===== src/rtl/filter_bank_arbiter.sv =====
// Line-granular round-robin arbiter feeding a shared filter bank; a tag FIFO records
// each line's owner so the bank's in-order output stream is routed back to its requester.
module filter_bank_arbiter #(
  parameter int unsigned disp_bits    = 5,
  parameter int unsigned line_len     = 120,
  parameter int unsigned max_inflight = 2
) (
  input  logic                                clk,
  input  logic                                reset,
  input  logic [1:0]                          req_valid,
  input  logic [2*(8+disp_bits)-1:0]          req_disp_conf,
  input  logic [15:0]                         req_conf,
  output logic [1:0]                          req_ready,
  output logic                                bank_valid,
  output logic [8+disp_bits-1:0]              bank_disp_conf,
  output logic [7:0]                          bank_conf,
  input  logic                                bank_out_valid,
  input  logic [8+disp_bits-1:0]              bank_disp_conf_out,
  input  logic [7:0]                          bank_conf_out,
  output logic [1:0]                          out_valid,
  output logic [8+disp_bits-1:0]              out_disp_conf,
  output logic [7:0]                          out_conf,
  output logic [$clog2(max_inflight+1)-1:0]   inflight,
  output logic                                tag_error
);

  localparam int unsigned DataW = 8 + disp_bits;
  localparam int unsigned CntW  = (line_len > 1) ? $clog2(line_len) : 1;
  localparam int unsigned InfW  = $clog2(max_inflight + 1);
  localparam logic [CntW-1:0] LastPix = CntW'(line_len - 1);
  localparam logic [InfW-1:0] MaxInf  = InfW'(max_inflight);

  typedef enum logic [0:0] {StIdle, StGrant} state_e;

  state_e                  state_q, state_d;
  logic                    gnt_q, gnt_d;
  logic                    last_gnt_q, last_gnt_d;
  logic [CntW-1:0]         pix_cnt_q, pix_cnt_d;
  logic [CntW-1:0]         out_cnt_q, out_cnt_d;
  logic [max_inflight-1:0] tags_q, tags_d;
  logic [InfW-1:0]         count_q, count_d;
  logic                    tag_error_q;
  logic                    bank_valid_q;
  logic [DataW-1:0]        bank_dc_q;
  logic [7:0]              bank_conf_q;

  logic                    xfer, push, pop, routed, nonempty;
  logic [InfW-1:0]         wr_idx;
  logic [DataW-1:0]        sel_dc;
  logic [7:0]              sel_conf;

  // Arbitration and line-input FSM
  always_comb begin
    state_d    = state_q;
    gnt_d      = gnt_q;
    last_gnt_d = last_gnt_q;
    pix_cnt_d  = pix_cnt_q;
    req_ready  = 2'b00;
    xfer       = 1'b0;
    push       = 1'b0;
    unique case (state_q)
      StIdle: begin
        if ((|req_valid) && (count_q < MaxInf)) begin
          state_d    = StGrant;
          gnt_d      = (&req_valid) ? ~last_gnt_q : req_valid[1];
          last_gnt_d = gnt_d;
        end
      end
      StGrant: begin
        req_ready[gnt_q] = 1'b1;
        xfer             = req_valid[gnt_q];
        if (xfer) begin
          if (pix_cnt_q == LastPix) begin
            pix_cnt_d = '0;
            push      = 1'b1;
            state_d   = StIdle;
          end else begin
            pix_cnt_d = pix_cnt_q + CntW'(1);
          end
        end
      end
      default: state_d = StIdle;
    endcase
  end

  assign sel_dc   = gnt_q ? req_disp_conf[2*DataW-1:DataW] : req_disp_conf[DataW-1:0];
  assign sel_conf = gnt_q ? req_conf[15:8] : req_conf[7:0];

  // Output routing: the FIFO head owns whatever the bank emits next
  assign nonempty  = (count_q != '0);
  assign routed    = bank_out_valid && nonempty;
  assign out_valid = {routed && tags_q[0], routed && !tags_q[0]};
  assign out_disp_conf = bank_disp_conf_out;
  assign out_conf      = bank_conf_out;

  always_comb begin
    out_cnt_d = out_cnt_q;
    pop       = 1'b0;
    if (routed) begin
      if (out_cnt_q == LastPix) begin
        out_cnt_d = '0;
        pop       = 1'b1;
      end else begin
        out_cnt_d = out_cnt_q + CntW'(1);
      end
    end
  end

  // Tag FIFO as a shift register with the head at bit 0
  assign wr_idx = count_q - InfW'(pop);

  always_comb begin
    tags_d = pop ? (tags_q >> 1) : tags_q;
    for (int i = 0; i < int'(max_inflight); i++) begin
      if (push && (InfW'(i) == wr_idx)) begin
        tags_d[i] = gnt_q;
      end
    end
    count_d = count_q + InfW'(push) - InfW'(pop);
  end

  always_ff @(posedge clk) begin
    if (reset) begin
      state_q      <= StIdle;
      gnt_q        <= 1'b0;
      last_gnt_q   <= 1'b1;
      pix_cnt_q    <= '0;
      out_cnt_q    <= '0;
      tags_q       <= '0;
      count_q      <= '0;
      tag_error_q  <= 1'b0;
      bank_valid_q <= 1'b0;
      bank_dc_q    <= '0;
      bank_conf_q  <= '0;
    end else begin
      state_q      <= state_d;
      gnt_q        <= gnt_d;
      last_gnt_q   <= last_gnt_d;
      pix_cnt_q    <= pix_cnt_d;
      out_cnt_q    <= out_cnt_d;
      tags_q       <= tags_d;
      count_q      <= count_d;
      bank_valid_q <= xfer;
      if (xfer) begin
        bank_dc_q   <= sel_dc;
        bank_conf_q <= sel_conf;
      end
      if (bank_out_valid && !nonempty) begin
        tag_error_q <= 1'b1;
      end
    end
  end

  assign bank_valid     = bank_valid_q;
  assign bank_disp_conf = bank_dc_q;
  assign bank_conf      = bank_conf_q;
  assign inflight       = count_q;
  assign tag_error      = tag_error_q;

endmodule

===== config.mk =====
export PLATFORM = sky130hd
export DESIGN_NAME = filter_bank_arbiter
export DESIGN_NICKNAME = d
export VERILOG_FILES = /design/src/rtl/filter_bank_arbiter.sv
export SDC_FILE = /design/constraint.sdc
export NUM_CORES = 1
export LEC_CHECK = 0
export CORE_ASPECT_RATIO = 2
export CORE_MARGIN = 5
export CORE_UTILIZATION = 39
export DETAILED_ROUTE_END_ITERATION = 10
export GPL_ROUTABILITY_DRIVEN = 0
export PLACE_DENSITY = 0.85
export SYNTH_ARGS = -nofsm -noshare
export SYNTH_HDL_FRONTEND = slang
export SYNTH_SLANG_ARGS = --single-unit

===== constraint.sdc =====
create_clock -name clk -period 3.3 [get_ports clk]
set_clock_uncertainty 0.15 [all_clocks]
set_input_delay 0.99 -clock clk [delete_from_list [all_inputs] [get_ports clk]]
set_output_delay 0.99 -clock clk [all_outputs]
set_load 0.05 [all_outputs]

==> metrics, run 1 <==
status=complete, no violations; clock root buffer=clkbuf_16; DRC violations left=0; synthesized area=~2200 sq um; Antenna diodes=0; width of the die=63.4 um; worst setup path end=out_valid[0]; max-cap violations=0; Post-synth EDFFs=0; router iterations before antenna repair=5; power per cell area=roughly 460 nW/um^2; grt total ovfl=0; PnR worst setup slack=111 ps; core region area=5660 sq um; ys async rst share=0%; Num CTS Buffers=5; crit-path cells=clkdlybuf4s50_1 -> o21a_1 -> nor2b_2 -> buf_12; Synth area leaders=dfxtp_1, mux2i_1, a211oi_1, buf_4, nor2_1; Layout Cells excl Fill=356; Hold Crit Class=reg -> reg; largest net degree at the start of global routing=25; layout cell share with drive strength beyond 1=under 10%; flops & latches, synth=44; reg-to-reg endpoint=inflight[1]; I/O pins=around 120; count leader, synth=dfxtp_1; Max IR drop VDD=around 0.39 mV; IO buf count=75; Max Transition Viols Final=0; Crit Path Max Fanout=3; count of different cell masters after synthesis=39; Rel. slew slack=around 47%; Syn Area/Cell=slightly above 9 sq um; WL per Instance=about 15 um; crit share post-route=96.6%; Final Hold Vio Count=0; most used flip-flop cell after synthesis=dfxtp_1; critical path type=in -> out; Pleak=1.13 nW; Yosys top cell area share=39.6%; hold buffers post-CTS=0; final core occ=54.6%; via count=~1,900; crit path capture type=primary output; initial antenna violation count=0; sequential fraction of the synthesis area=between 30% and 40%; Initial Utilization=~39%; Clock Tree Buf Depth=2; Clock Latency Late Sink=a little under 300 ps; Reg power frac=40.4%; Post-synth top cells=dfxtp_1, nor2_1, mux2i_1; Worst Max-Slew Pin Slew=a little under 800 ps; drt first-iter violations=69; setup TNS=0 ps; placed wire-length estimate=a little over 4 mm; Post-DRT Antenna Nets=0; row count=39; Layout Nets=367; Register-to-Register Path Depth=9; arrival time worst endpoint=between 2000 and 2500 ps; Total Wirelength=approximately 5.2 mm; vias in the first global route=about 1,900; Crit Reg-Reg Startpoint=gnt_q; Final Critical Period=around 3200 ps; sw frac=a little over a quarter; Slowest-stage cell, CP=clkdlybuf4s50_1; area delta synth->final=38.8%; unrepaired setup endpoints after global routing=no; post-synth top area cell=dfxtp_1; Post-Syn Instances=240; die area=about 7400 sq um; YS warnings=0; Comb pwr share=about a fifth; Crit. Startpoint=bank_out_valid; FF-to-FF setup slack=approximately 830 ps; Die Height=between 100 and 150 um; final setup violating endpoints=0; htree depth=2; Min Hold Slack=322 ps; pre-CTS setup slack=between 40 and 50 ps; maximum clock frequency=roughly 310 MHz; sw power=~0.00038 W; GRT Util Overall=around 14%; vias per cell=between 5 and 6; Critical Path RT=about 2200 ps; wire length of the first global-routing pass=between 8 and 9 mm; Reg clk slew, reported paths=approximately 60 ps; clock share of power=39.9%; slowest cell delay on critical path=approximately 520 ps; P_int=approximately 0.0010 W; syn nets=~310; critical path launch point type=input pin; CTS tree=done; CTS Sinks=44; placed cell count=348
-- routing by layer --
metal,vias to the layer above,share of wire [%],GRT usage [%]
met1,865,32,12.1
met2,68,56,28.7
li1,928,-,-
met4,0,3.2,7.91
met5,-,0,0
met3,15,8.4,3.82
-- worst min-delay path by stage --
stage                     cells past startpoint      endpoint    startpoint  slack, ps
after floorplan                               2  pix_cnt_q[1]  pix_cnt_q[1]        290
after global placement                        2     tag_error     tag_error        300
after detailed placement                      2     tag_error     tag_error        310
after CTS                                     2     tag_error     tag_error        320
after global routing                          2  pix_cnt_q[1]  pix_cnt_q[1]        350
final                                         2     tag_error     tag_error        320
-- stage by stage --
| stage | area (sq um) | total power (W) |
|---|---|---|
| floorplan | 2230 | 0.000815 |
| finish | 3090 | 0.00142 |
| CTS | 3090 | 0.00144 |
| global placement | 2920 | 0.000864 |
| global route | 3090 | 0.00148 |
| detailed placement | 2920 | 0.000870 |
-- area by class of cell --
type / instances / area [sq um]
Fill cell: 513 / 2570
Sequential cell: 44 / 881
Tap cell: 61 / 76.3
Clock inverter: 3 / 47.5
Inverter: 6 / 22.5
Timing Repair Buffer: 82 / 843
Clock buffer: 5 / 125
Multi-Input combinational cell: 155 / 1090
-- kinds of logic (layout without fill, tap and decap cells) --
kind of cell    count (synthesis)  in the layout  share of synthesized area, %
buf+inv                        41             96                          11.4
fa+ha+maj                       5              5                          2.81
xor+xnor                       12             12                          4.72
compound gates                 37             37                          12.4
flops                          44             44                          39.6
simple gates                   76             76                          17.6
mux                            25             25                          11.5
-- worst max-delay path, delay by kind of cell --
family	cells	cell delay, ps
compound gates	1	170
simple gates	1	210
buf+inv	2	670
-- sequential cells by signal (all words and copies together) (netlist names) --
name / flops
out_cnt_q: 7
last_gnt_q: 1
state_q: 1
bank_valid: 1
tags_q: 2
inflight: 2
tag_error: 1
bank_disp_conf: 13
gnt_q: 1
bank_conf: 8
pix_cnt_q: 7
-- cells in the final DEF, fill, tap and decap left out, types with 2 or more instances in the layout --
master,n
and2_1,2
nor2b_1,2
ha_1,5
nand3_1,7
nand4_1,4
buf_12,4
buf_4,7
and3_1,2
nand2_1,8
clkbuf_16,5
a21oi_1,5
mux2i_1,24
nor2_1,33
clkdlybuf4s50_1,71
dfxtp_1,44
nor3_1,9
clkinv_4,2
inv_1,6
xor2_1,8
xnor2_1,4
a211oi_1,22
-- power groups by stage --
| stage | clock, W | combinational (W) | sequential, W |
|---|---|---|---|
| final | 0.000567 | 0.000280 | 0.000575 |
| after global routing | 0.000603 | 0.000300 | 0.000579 |
| after CTS | 0.000581 | 0.000284 | 0.000575 |
| after detailed placement | 0 | 0.000283 | 0.000587 |
| after global placement | 0 | 0.000278 | 0.000586 |
| after floorplan | 0 | 0.000158 | 0.000658 |
-- timing repair --
action                     CTS  global route
setup buffers                0             0
setup endpoints to repair    0             1
resized for setup            0             1
(Power assumes the default switching activity.)
==> run 2: changes to the inputs <==
--- a/config.mk
+++ b/config.mk
@@ -11,6 +11,7 @@
 export DETAILED_ROUTE_END_ITERATION = 10
 export GPL_ROUTABILITY_DRIVEN = 0
 export PLACE_DENSITY = 0.85
+export SKIP_LAST_GASP = 1
 export SYNTH_ARGS = -nofsm -noshare
 export SYNTH_HDL_FRONTEND = slang
 export SYNTH_SLANG_ARGS = --single-unit
==> results of run 2 <==
The final DEF is identical to that of run 1; final timing and power are the same.
